[config.mk]
export PLATFORM = sky130hd
export DESIGN_NAME = perf_monitor_flat
export DESIGN_NICKNAME = d
export VERILOG_FILES = /design/src/rtl/perf_monitor_pkg.sv /design/src/rtl/perf_monitor_if.sv /design/src/rtl/perf_monitor_edge_rise.sv /design/src/rtl/perf_monitor.sv /design/src/flat_wrapper.sv
export SDC_FILE = /design/constraint.sdc
export NUM_CORES = 1
export LEC_CHECK = 0
export CORE_MARGIN = 1
export CORE_UTILIZATION = 49
export DETAILED_ROUTE_END_ITERATION = 8
export PLACE_DENSITY = 0.86
export SYNTH_ARGS = -nofsm -noshare
export SYNTH_HDL_FRONTEND = slang
export SYNTH_SLANG_ARGS = --single-unit
[constraint.sdc]
create_clock -name clk -period 3.75 [get_ports clk]
set_input_delay 0.375 -clock clk [delete_from_list [all_inputs] [get_ports clk]]
set_output_delay 0.375 -clock clk [all_outputs]
set_load 0.02 [all_outputs]
[src/rtl/perf_monitor_pkg.sv]
// Shared definitions for the benchmark cycle counter and memory dump unit.
// Latency: n/a (types and constants only).
// Backpressure: n/a.
// Contents: FSM state encoding, default widths and dump window.
package perf_monitor_pkg;

  typedef enum logic [2:0] {
    ST_IDLE  = 3'd0,
    ST_RUN   = 3'd1,
    ST_FETCH = 3'd2,
    ST_SEND  = 3'd3,
    ST_DONE  = 3'd4
  } state_t;

  localparam int DATA_W             = 32;
  localparam int DEFAULT_CNT_W      = 32;
  localparam int DEFAULT_ADDR_W     = 7;
  localparam int DEFAULT_DUMP_BASE  = 0;
  localparam int DEFAULT_DUMP_WORDS = 16;

endpackage

[src/rtl/perf_monitor_if.sv]
// Bundle between the perf monitor, the core debug read port and the dump consumer.
// Latency: n/a (wiring only).
// Backpressure: dump_valid/dump_ready stream; the word holds until accepted.
// master = monitor side; slave = core + consumer side.
interface perf_monitor_if #(
  parameter int CNT_W  = 32,
  parameter int ADDR_W = 7
);
  logic              count_start;  // core start marker level
  logic              count_stop;   // core stop marker level
  logic [31:0]       data;         // debug read data, combinational from address
  logic [ADDR_W-1:0] address;      // debug read address
  logic [CNT_W-1:0]  cycles;       // measured cycle count
  logic              overflow;     // counter saturated during the run
  logic              busy;         // RUN, FETCH or SEND
  logic              done;         // dump finished, results stable
  logic              dump_valid;
  logic [31:0]       dump_data;
  logic [ADDR_W-1:0] dump_addr;
  logic              dump_ready;

  modport master (
    input  count_start, count_stop, data, dump_ready,
    output address, cycles, overflow, busy, done, dump_valid, dump_data, dump_addr
  );

  modport slave (
    output count_start, count_stop, data, dump_ready,
    input  address, cycles, overflow, busy, done, dump_valid, dump_data, dump_addr
  );
endinterface

[src/rtl/perf_monitor_edge_rise.sv]
// Rising-edge detector for a level strobe; a held level yields one pulse.
// Latency: pulse is combinational in the cycle the level first reads high.
// Backpressure: none.
// Ports: clk, reset (async, active-high), level in, pulse out.
module perf_monitor_edge_rise (
  input  logic clk,
  input  logic reset,
  input  logic level,
  output logic pulse
);

  logic prev;

  always_ff @(posedge clk or posedge reset) begin
    if (reset) prev <= 1'b0;
    else       prev <= level;
  end

  assign pulse = level & ~prev;

endmodule

[src/rtl/perf_monitor.sv]
// Counts cycles between core start/stop strobes, then dumps a data-memory window.
// Latency: count = edge distance - 1; dump costs 2 cycles per word (FETCH + SEND).
// Backpressure: SEND holds dump_data/dump_addr/dump_valid until dump_ready.
// Ports: clk, reset (async, active-high), bus (perf_monitor_if.master).
module perf_monitor
  import perf_monitor_pkg::*;
#(
  parameter int CNT_W      = DEFAULT_CNT_W,
  parameter int ADDR_W     = DEFAULT_ADDR_W,
  parameter int DUMP_BASE  = DEFAULT_DUMP_BASE,
  parameter int DUMP_WORDS = DEFAULT_DUMP_WORDS
) (
  input  logic            clk,
  input  logic            reset,
  perf_monitor_if.master  bus
);

  // A one-word dump still needs a 1-bit index register.
  localparam int IDX_W = (DUMP_WORDS > 1) ? $clog2(DUMP_WORDS) : 1;
  localparam logic [IDX_W-1:0]  LAST_IDX  = IDX_W'(DUMP_WORDS - 1);
  localparam logic [ADDR_W-1:0] BASE_ADDR = ADDR_W'(DUMP_BASE);

  state_t           state;
  logic [IDX_W-1:0] idx;
  logic             start_pulse;
  logic             stop_pulse;

  perf_monitor_edge_rise u_start_edge (
    .clk   (clk),
    .reset (reset),
    .level (bus.count_start),
    .pulse (start_pulse)
  );

  perf_monitor_edge_rise u_stop_edge (
    .clk   (clk),
    .reset (reset),
    .level (bus.count_stop),
    .pulse (stop_pulse)
  );

  // The debug address is a register that advances alongside idx, so it is
  // already valid for the whole FETCH cycle where iData is captured.
  always_ff @(posedge clk or posedge reset) begin
    if (reset) begin
      state          <= ST_IDLE;
      idx            <= '0;
      bus.address    <= '0;
      bus.cycles     <= '0;
      bus.overflow   <= 1'b0;
      bus.busy       <= 1'b0;
      bus.done       <= 1'b0;
      bus.dump_valid <= 1'b0;
      bus.dump_data  <= '0;
      bus.dump_addr  <= '0;
    end else begin
      unique case (state)
        ST_IDLE: begin
          // A stop edge coinciding with the start edge is simply dropped.
          if (start_pulse) begin
            state        <= ST_RUN;
            bus.cycles   <= '0;
            bus.overflow <= 1'b0;
            bus.busy     <= 1'b1;
          end
        end
        ST_RUN: begin
          // The stop cycle itself is not counted.
          if (stop_pulse) begin
            state       <= ST_FETCH;
            idx         <= '0;
            bus.address <= BASE_ADDR;
          end else if (&bus.cycles) begin
            bus.overflow <= 1'b1;
          end else begin
            bus.cycles <= bus.cycles + CNT_W'(1);
          end
        end
        ST_FETCH: begin
          bus.dump_data  <= bus.data;
          bus.dump_addr  <= bus.address;
          bus.dump_valid <= 1'b1;
          state          <= ST_SEND;
        end
        ST_SEND: begin
          if (bus.dump_ready) begin
            bus.dump_valid <= 1'b0;
            if (idx == LAST_IDX) begin
              state       <= ST_DONE;
              bus.address <= '0;
              bus.busy    <= 1'b0;
              bus.done    <= 1'b1;
            end else begin
              state       <= ST_FETCH;
              idx         <= idx + IDX_W'(1);
              bus.address <= bus.address + ADDR_W'(1);
            end
          end
        end
        ST_DONE: begin
          if (start_pulse) begin
            state        <= ST_RUN;
            bus.cycles   <= '0;
            bus.overflow <= 1'b0;
            bus.done     <= 1'b0;
            bus.busy     <= 1'b1;
          end
        end
        default: state <= ST_IDLE;
      endcase
    end
  end

endmodule
[src/flat_wrapper.sv]
// flat-port wrapper written by rule: the top's interface ports become plain ports
module perf_monitor_flat import perf_monitor_pkg::*;
#(
  parameter int CNT_W      = DEFAULT_CNT_W,
  parameter int ADDR_W     = DEFAULT_ADDR_W,
  parameter int DUMP_BASE  = DEFAULT_DUMP_BASE,
  parameter int DUMP_WORDS = DEFAULT_DUMP_WORDS
)
  (clk, reset, bus_count_start, bus_count_stop, bus_data, bus_dump_ready, bus_address, bus_cycles, bus_overflow, bus_busy, bus_done, bus_dump_valid, bus_dump_data, bus_dump_addr);
  perf_monitor_if #(.CNT_W(CNT_W), .ADDR_W(ADDR_W)) bus_i ();
  input  logic clk;
  input  logic reset;
  input wire logic [$bits(bus_i.count_start)-1:0] bus_count_start;
  input wire logic [$bits(bus_i.count_stop)-1:0] bus_count_stop;
  input wire logic [$bits(bus_i.data)-1:0] bus_data;
  input wire logic [$bits(bus_i.dump_ready)-1:0] bus_dump_ready;
  output wire logic [$bits(bus_i.address)-1:0] bus_address;
  output wire logic [$bits(bus_i.cycles)-1:0] bus_cycles;
  output wire logic [$bits(bus_i.overflow)-1:0] bus_overflow;
  output wire logic [$bits(bus_i.busy)-1:0] bus_busy;
  output wire logic [$bits(bus_i.done)-1:0] bus_done;
  output wire logic [$bits(bus_i.dump_valid)-1:0] bus_dump_valid;
  output wire logic [$bits(bus_i.dump_data)-1:0] bus_dump_data;
  output wire logic [$bits(bus_i.dump_addr)-1:0] bus_dump_addr;
  assign bus_i.count_start = bus_count_start;
  assign bus_i.count_stop = bus_count_stop;
  assign bus_i.data = bus_data;
  assign bus_i.dump_ready = bus_dump_ready;
  assign bus_address = bus_i.address;
  assign bus_cycles = bus_i.cycles;
  assign bus_overflow = bus_i.overflow;
  assign bus_busy = bus_i.busy;
  assign bus_done = bus_i.done;
  assign bus_dump_valid = bus_i.dump_valid;
  assign bus_dump_data = bus_i.dump_data;
  assign bus_dump_addr = bus_i.dump_addr;
  perf_monitor #(.CNT_W(CNT_W), .ADDR_W(ADDR_W), .DUMP_BASE(DUMP_BASE), .DUMP_WORDS(DUMP_WORDS)) u_core (.clk(clk), .reset(reset), .bus(bus_i));
endmodule
# Word-level counts from Yosys, hierarchy flattened
# Cells that the tools add are included.
# W data, S select, Z words.
[word_totals]
regBits = 91
input_bits = 37
wordCells = 79
[classes]
addsub = 3
n_eq_ne = 14
muxes = 30
n_bitwise = 4
reduce_logical = 16
[op_table]
columns = ["operator", "n"]
rows = [
  ["$mux W32", 3],
  ["$pmux W32 S2", 1],
  ["$add A32 B1 Y32 const B", 1],
  ["$reduce_and A32 Y1", 1],
  ["$mux W7", 3],
  ["$reduce_and A4 Y1", 5],
  ["$pmux W7 S2", 1],
  ["$mux W3", 4],
  ["$mux W4", 3],
  ["$pmux W3 S4", 1],
  ["$ne A2 B1 Y1 const B", 5],
  ["$reduce_bool A2 Y1", 5],
  ["$mux W1", 9],
  ["$ne A2 B2 Y1 const B", 4],
  ["$pmux W1 S2", 4],
  ["$pmux W4 S2", 1],
  ["$add A7 B1 Y7 const B", 1],
  ["$eq A3 B2 Y1 const B", 2],
  ["$reduce_and A3 Y1", 2],
  ["$add A4 B1 Y4 const B", 1],
  ["$eq A4 B4 Y1 const B", 1],
  ["$eq A3 B1 Y1 const B", 1],
  ["$eq A3 B3 Y1 const B", 1],
  ["$logic_not A3 Y1", 1],
  ["other kinds (4)", 6],
]

# Logic depth before layout (Yosys ltp)
[depth]
depth_word = 4
ltp_mapped = 7
depth_no_buf = 6

# By module
# From an unflattened synthesis, not the netlist that was laid out.
[hier_totals]
hier_cells = 399
area_unflattened_um2 = 4321.6
[modules_own_cells]
columns = ["mod", "n_inst", "cells_each", "area_each_um2", "seq_area_each_um2"]
rows = [
  ["perf_monitor", 1, 393, 4236.6, 2227.1],
  ["perf_monitor_edge_rise", 2, 3, 42.5, 25.0],
]

# Worst setup path before layout
# No wires, ideal clock.
[synth_timing]
path_kind = "register -> register"
startpoint = "register u_core.bus.cycles[0]"
endpoint = "register u_core.bus.cycles[30]"
setup_ps = 131
arrival_time_ps = 1846
slack_ps = 1772
stages_incl_launch_ff = 8
synth_period_minus_slack_ps = 1978
path_cell_list = "dfrtp_1 -> ha_1 -> nand3_2 -> nor4_4 -> nand3_2 -> nand2_1 -> buf_4 -> o211ai_1"
[synth_via]
elab_chain_cells = 4
word_cells_on_any_way = 7
classes_between = "add/sub (1); eq/ne (1); mux (3); reduce/logical (2)"
[synth_rtl]
columns = ["element", "line_no", "text"]
rows = [
  ["start, declared", "perf_monitor_if.sv:24", "output address, cycles, overflow, busy, done, dump_valid, dump_data, dump_addr"],
  ["start signal, assigned", "perf_monitor.sv:76", "bus.cycles <= bus.cycles + CNT_W'(1);"],
  ["$add A32 B1 Y32", "perf_monitor.sv:76", ""],
  ["$mux W32", "perf_monitor.sv:73", "end else if (&bus.cycles) begin"],
  ["$mux W32", "perf_monitor.sv:69", "if (stop_pulse) begin"],
  ["$pmux W32 S2", "perf_monitor.sv:57", "unique case (state)"],
]
# Parallel ways exist; a longest one is shown, timed or not. The select of a mux whose other input is x is not followed.
# A chain may end at the register's enable or synchronous reset.

# Final worst setup path
# Same ends and word-level chain as after synthesis.

==> results.sh <==
export IMPL_seqPwrFrac_pct=37.4
export IMPL_whs_endpoint="u_core.u_start_edge.prev$_DFF_PP0_"
export IMPL_synth_edf_count=0
export IMPL_ff_latch_area_mm2=0.002277
export IMPL_cts_tree="built"
export IMPL_yosys_area_share_adder_pct=0.8472
export IMPL_yosys_warnings=0
export IMPL_cts_buffers=9
export IMPL_core_area_mm2=0.008721
export IMPL_worst_pin_slew_ns=0.9644
export IMPL_antenna_found_initial=0
export IMPL_cap_viol_max_count=0
export IMPL_first_iter_violations=291
export IMPL_reg2reg_slack_ns=1.19
export IMPL_syn_inst=396
export IMPL_layout_common_cells="118 x clkdlybuf4s50_1, 91 x dfrtp_1, 43 x o31ai_1, 40 x mux2_2, 24 x nor2_1"
export IMPL_setup_viol=0
export IMPL_cts_setup_buffers=0
export IMPL_num_fill_cells=655
export IMPL_relSlewSlack_pct=35.36
export IMPL_synth_ff_type="dfrtp_1"
export IMPL_post_cts_resized=0
export IMPL_power_share_switching_pct=38.23
export IMPL_firstDrtPassIters=4
export IMPL_start_util_pct=50.80
export IMPL_globalplace_congestion=0.9047
export IMPL_num_vias=3723
export IMPL_crit_path_start_kind="flop"
export IMPL_worstPathArrival_ns=2.78
export IMPL_synth_area_mm2=0.004430
export IMPL_synth_compound_area_share_pct=16.41
export IMPL_die_h_um=97.09
export IMPL_clk_path_buf_depth=2
export IMPL_synth_cell_types=51
export IMPL_drt_vias_per_instance=6.034
export IMPL_fin_area_mm2=0.005837
export IMPL_syn_avg_cell_area_um2=11.19
export IMPL_overflow=0
export IMPL_area_growth_pct=31.74
export IMPL_r2r_start="u_core.bus.cycles[0]$_DFFE_PP0P_"
export IMPL_clkLatencyLatePin_ns=0.37
export IMPL_htreeDepth=3
export IMPL_min_from="bus_count_start"
export IMPL_hold_class="in -> reg"
export IMPL_ant_nets=0
export IMPL_synth_mux_area_share_pct=10.17
export IMPL_worstPathRequired_ns=3.97
export IMPL_leakage_nw=2.313
export IMPL_io_buffers=118
export IMPL_rsz0062_at_grt="false"
export IMPL_synth_xor_area_share_pct=0.3954
export IMPL_synth_nets=436
export IMPL_crit_type="reg -> reg"
export IMPL_num_antenna_cells=0
export IMPL_maxSlewViolCount=0
export IMPL_final_nets=544
export IMPL_grt_max_degree=55
export IMPL_wl_per_cell_um=17.73
export IMPL_remaining_drc_errors=0
export IMPL_io_pin_count=119
export IMPL_wirelength_mm=10.94
export IMPL_die_x_um=97.09
export IMPL_ir_drop_uv=459.5
export IMPL_r2r_cells=6
export IMPL_fin_crit_ns=2.561
export IMPL_hold_viol=0
export IMPL_clkPwrFrac_pct=17.1
export IMPL_final_common_cell="clkdlybuf4s50_1"
export IMPL_switching_power_mw=1.529
export IMPL_crit_fanout=20
export IMPL_max_freq_mhz=390.5
export IMPL_synth_simple_area_share_pct=16.94
export IMPL_post_dp_cell_area_mm2=0.005638
export IMPL_ys_seq_elements=91
export IMPL_rows=34
export IMPL_setup_worst_path_end_class="flop"
export IMPL_seq_area_frac_synth_pct=51.40
export IMPL_multi_input_area_mm2=0.001991
export IMPL_dp_hpwl_mm=7.660
export IMPL_setup_tns_ns=0
export IMPL_grt_pass1_vias=3808
export IMPL_synth_top_family_by_area="simple AND/OR/NAND/NOR gates"
export IMPL_finalCritPeriodShare_pct=68.28
export IMPL_drive_above_1_share_pct=15.52
export IMPL_cts_hold_buf=0
export IMPL_powerDensity_mw_per_mm2=685.4
export IMPL_rr_endpoint="u_core.bus.cycles[30]$_DFFE_PP0P_"
export IMPL_root_buffer="clkbuf_8"
export IMPL_status="finished clean"
export IMPL_cts_sinks=91
export IMPL_internal_power_mw=2.471
export IMPL_dieArea_mm2=0.009426
export IMPL_grtUsageTotal_pct=23.92
export IMPL_grt_pass1_wl_mm=18.34
export IMPL_p_comb_share_pct=45.5
export IMPL_finalClockSkew_ns=0.01193
export IMPL_synth_async_reset_ratio_pct=100.0
export IMPL_min_path_cells=1
export IMPL_clkTransAtPathRegs_ns=0.10
cell usage after synthesis, drive strengths merged, types with 3 or more instances:
master,number,area [um2]
or2,3,18.77
nand2b,3,18.77
nand3,23,137.6
ha,3,37.54
dfrtp,91,2277
nor4,4,55.05
a41oi,3,26.28
buf,23,143.9
nor3,6,51.30
a31oi,14,87.58
and2,3,18.77
inv,4,15.01
o21ai,23,115.1
nand4,14,93.84
clkbuf,3,11.26
o41ai,4,35.03
mux2,40,450.4
nor2,26,100.1
and4,7,61.31
nand2,17,63.81
a21oi,11,55.05
o31ai,43,322.8
and3,9,56.30
metrics by stage:
step / power, mW / setup WS (ns) / utilization [%] / hold slack (ns) / cells
after floorplan: 2.592 / 1.011 / - / 0.4064 / 396
after global routing: 4.214 / 1.016 / 66.93 / 0.4819 / 617
after detailed placement: 3.347 / 1.240 / 64.65 / 0.4723 / 601
final: 4.001 / 1.189 / 66.93 / 0.4750 / 617
after global placement: 3.272 / 1.343 / 64.65 / 0.4609 / 601
after CTS: 4.036 / 1.207 / 66.93 / 0.4600 / 617
sequential cells by signal, indices dropped and copies added (netlist names):
register,count
u_core.bus.cycles,32
u_core.bus.overflow,1
u_core.bus.dump_addr,7
u_core.bus.dump_valid,1
u_core.bus.dump_data,32
u_core.u_start_edge.prev,1
u_core.bus.busy,1
u_core.idx,4
u_core.u_stop_edge.prev,1
u_core.bus.done,1
u_core.state,3
u_core.bus.address,7
critical path, stage by stage (launching register included):
cell and delay, ns:
dfrtp_1 0.46, ha_1 0.25, nand3_2 0.18, nor4_4 0.38
nand3_2 0.26, nand2_1 0.68, o211ai_1 0.18
layer usage:
metal | up-vias | global-route usage, % | routed length (um)
li1 | 1732 | - | -
met1 | 1836 | 30.16 | 4507
met2 | 132 | 39.38 | 5500
met3 | 23 | 5.899 | 731
met4 | 0 | 9.989 | 201
met5 | - | 0 | 0
worst max path at each step:
| stage | from | end | slack [ns] | depth (start not counted) |
|---|---|---|---|---|
| CTS | u_core.bus.cycles[0]$_DFFE_PP0P_ | u_core.bus.cycles[30]$_DFFE_PP0P_ | 1.21 | 6 |
| finish | u_core.bus.cycles[0]$_DFFE_PP0P_ | u_core.bus.cycles[30]$_DFFE_PP0P_ | 1.19 | 6 |
| floorplan | reset | u_core.bus.address[0]$_DFFE_PP0P_ | 1.01 | 1 |
| detailed placement | u_core.bus.cycles[0]$_DFFE_PP0P_ | u_core.bus.cycles[30]$_DFFE_PP0P_ | 1.24 | 6 |
| global placement | u_core.bus.cycles[0]$_DFFE_PP0P_ | u_core.bus.cycles[30]$_DFFE_PP0P_ | 1.34 | 6 |
| global route | u_core.bus.cycles[0]$_DFFE_PP0P_ | u_core.bus.cycles[18]$_DFFE_PP0P_ | 1.02 | 6 |
final cells by class:
| cell class | count | share of cell area (%) |
|---|---|---|
| Inverter | 4 | 0.2787 |
| Clock buffer | 10 | 2.186 |
| Sequential cell | 91 | 39.01 |
| Tap cell | 108 | 2.315 |
| Multi-Input combinational cell | 275 | 34.11 |
| Timing Repair Buffer | 123 | 20.88 |
| Clock inverter | 6 | 1.222 |
kinds of logic (layout without fill, tap and decap cells):
logic type / Yosys count / in the layout
DFF: 91 / 91
and+or+nand+nor: 122 / 122
xor gates and xnor gates: 2 / 2
muxes: 40 / 40
adders and majority gates: 3 / 3
buffers and inverters: 30 / 143
AOI/OAI and AO/OA: 108 / 108
power groups by stage:
stage	sequential, mW	clock, mW	combinational, mW
after floorplan	1.78	0	0.817
after global placement	1.49	0	1.78
after detailed placement	1.51	0	1.83
after CTS	1.49	0.702	1.84
after global routing	1.54	0.728	1.95
final	1.49	0.686	1.82
No activity file was read; power rests on OpenSTA's default activity.
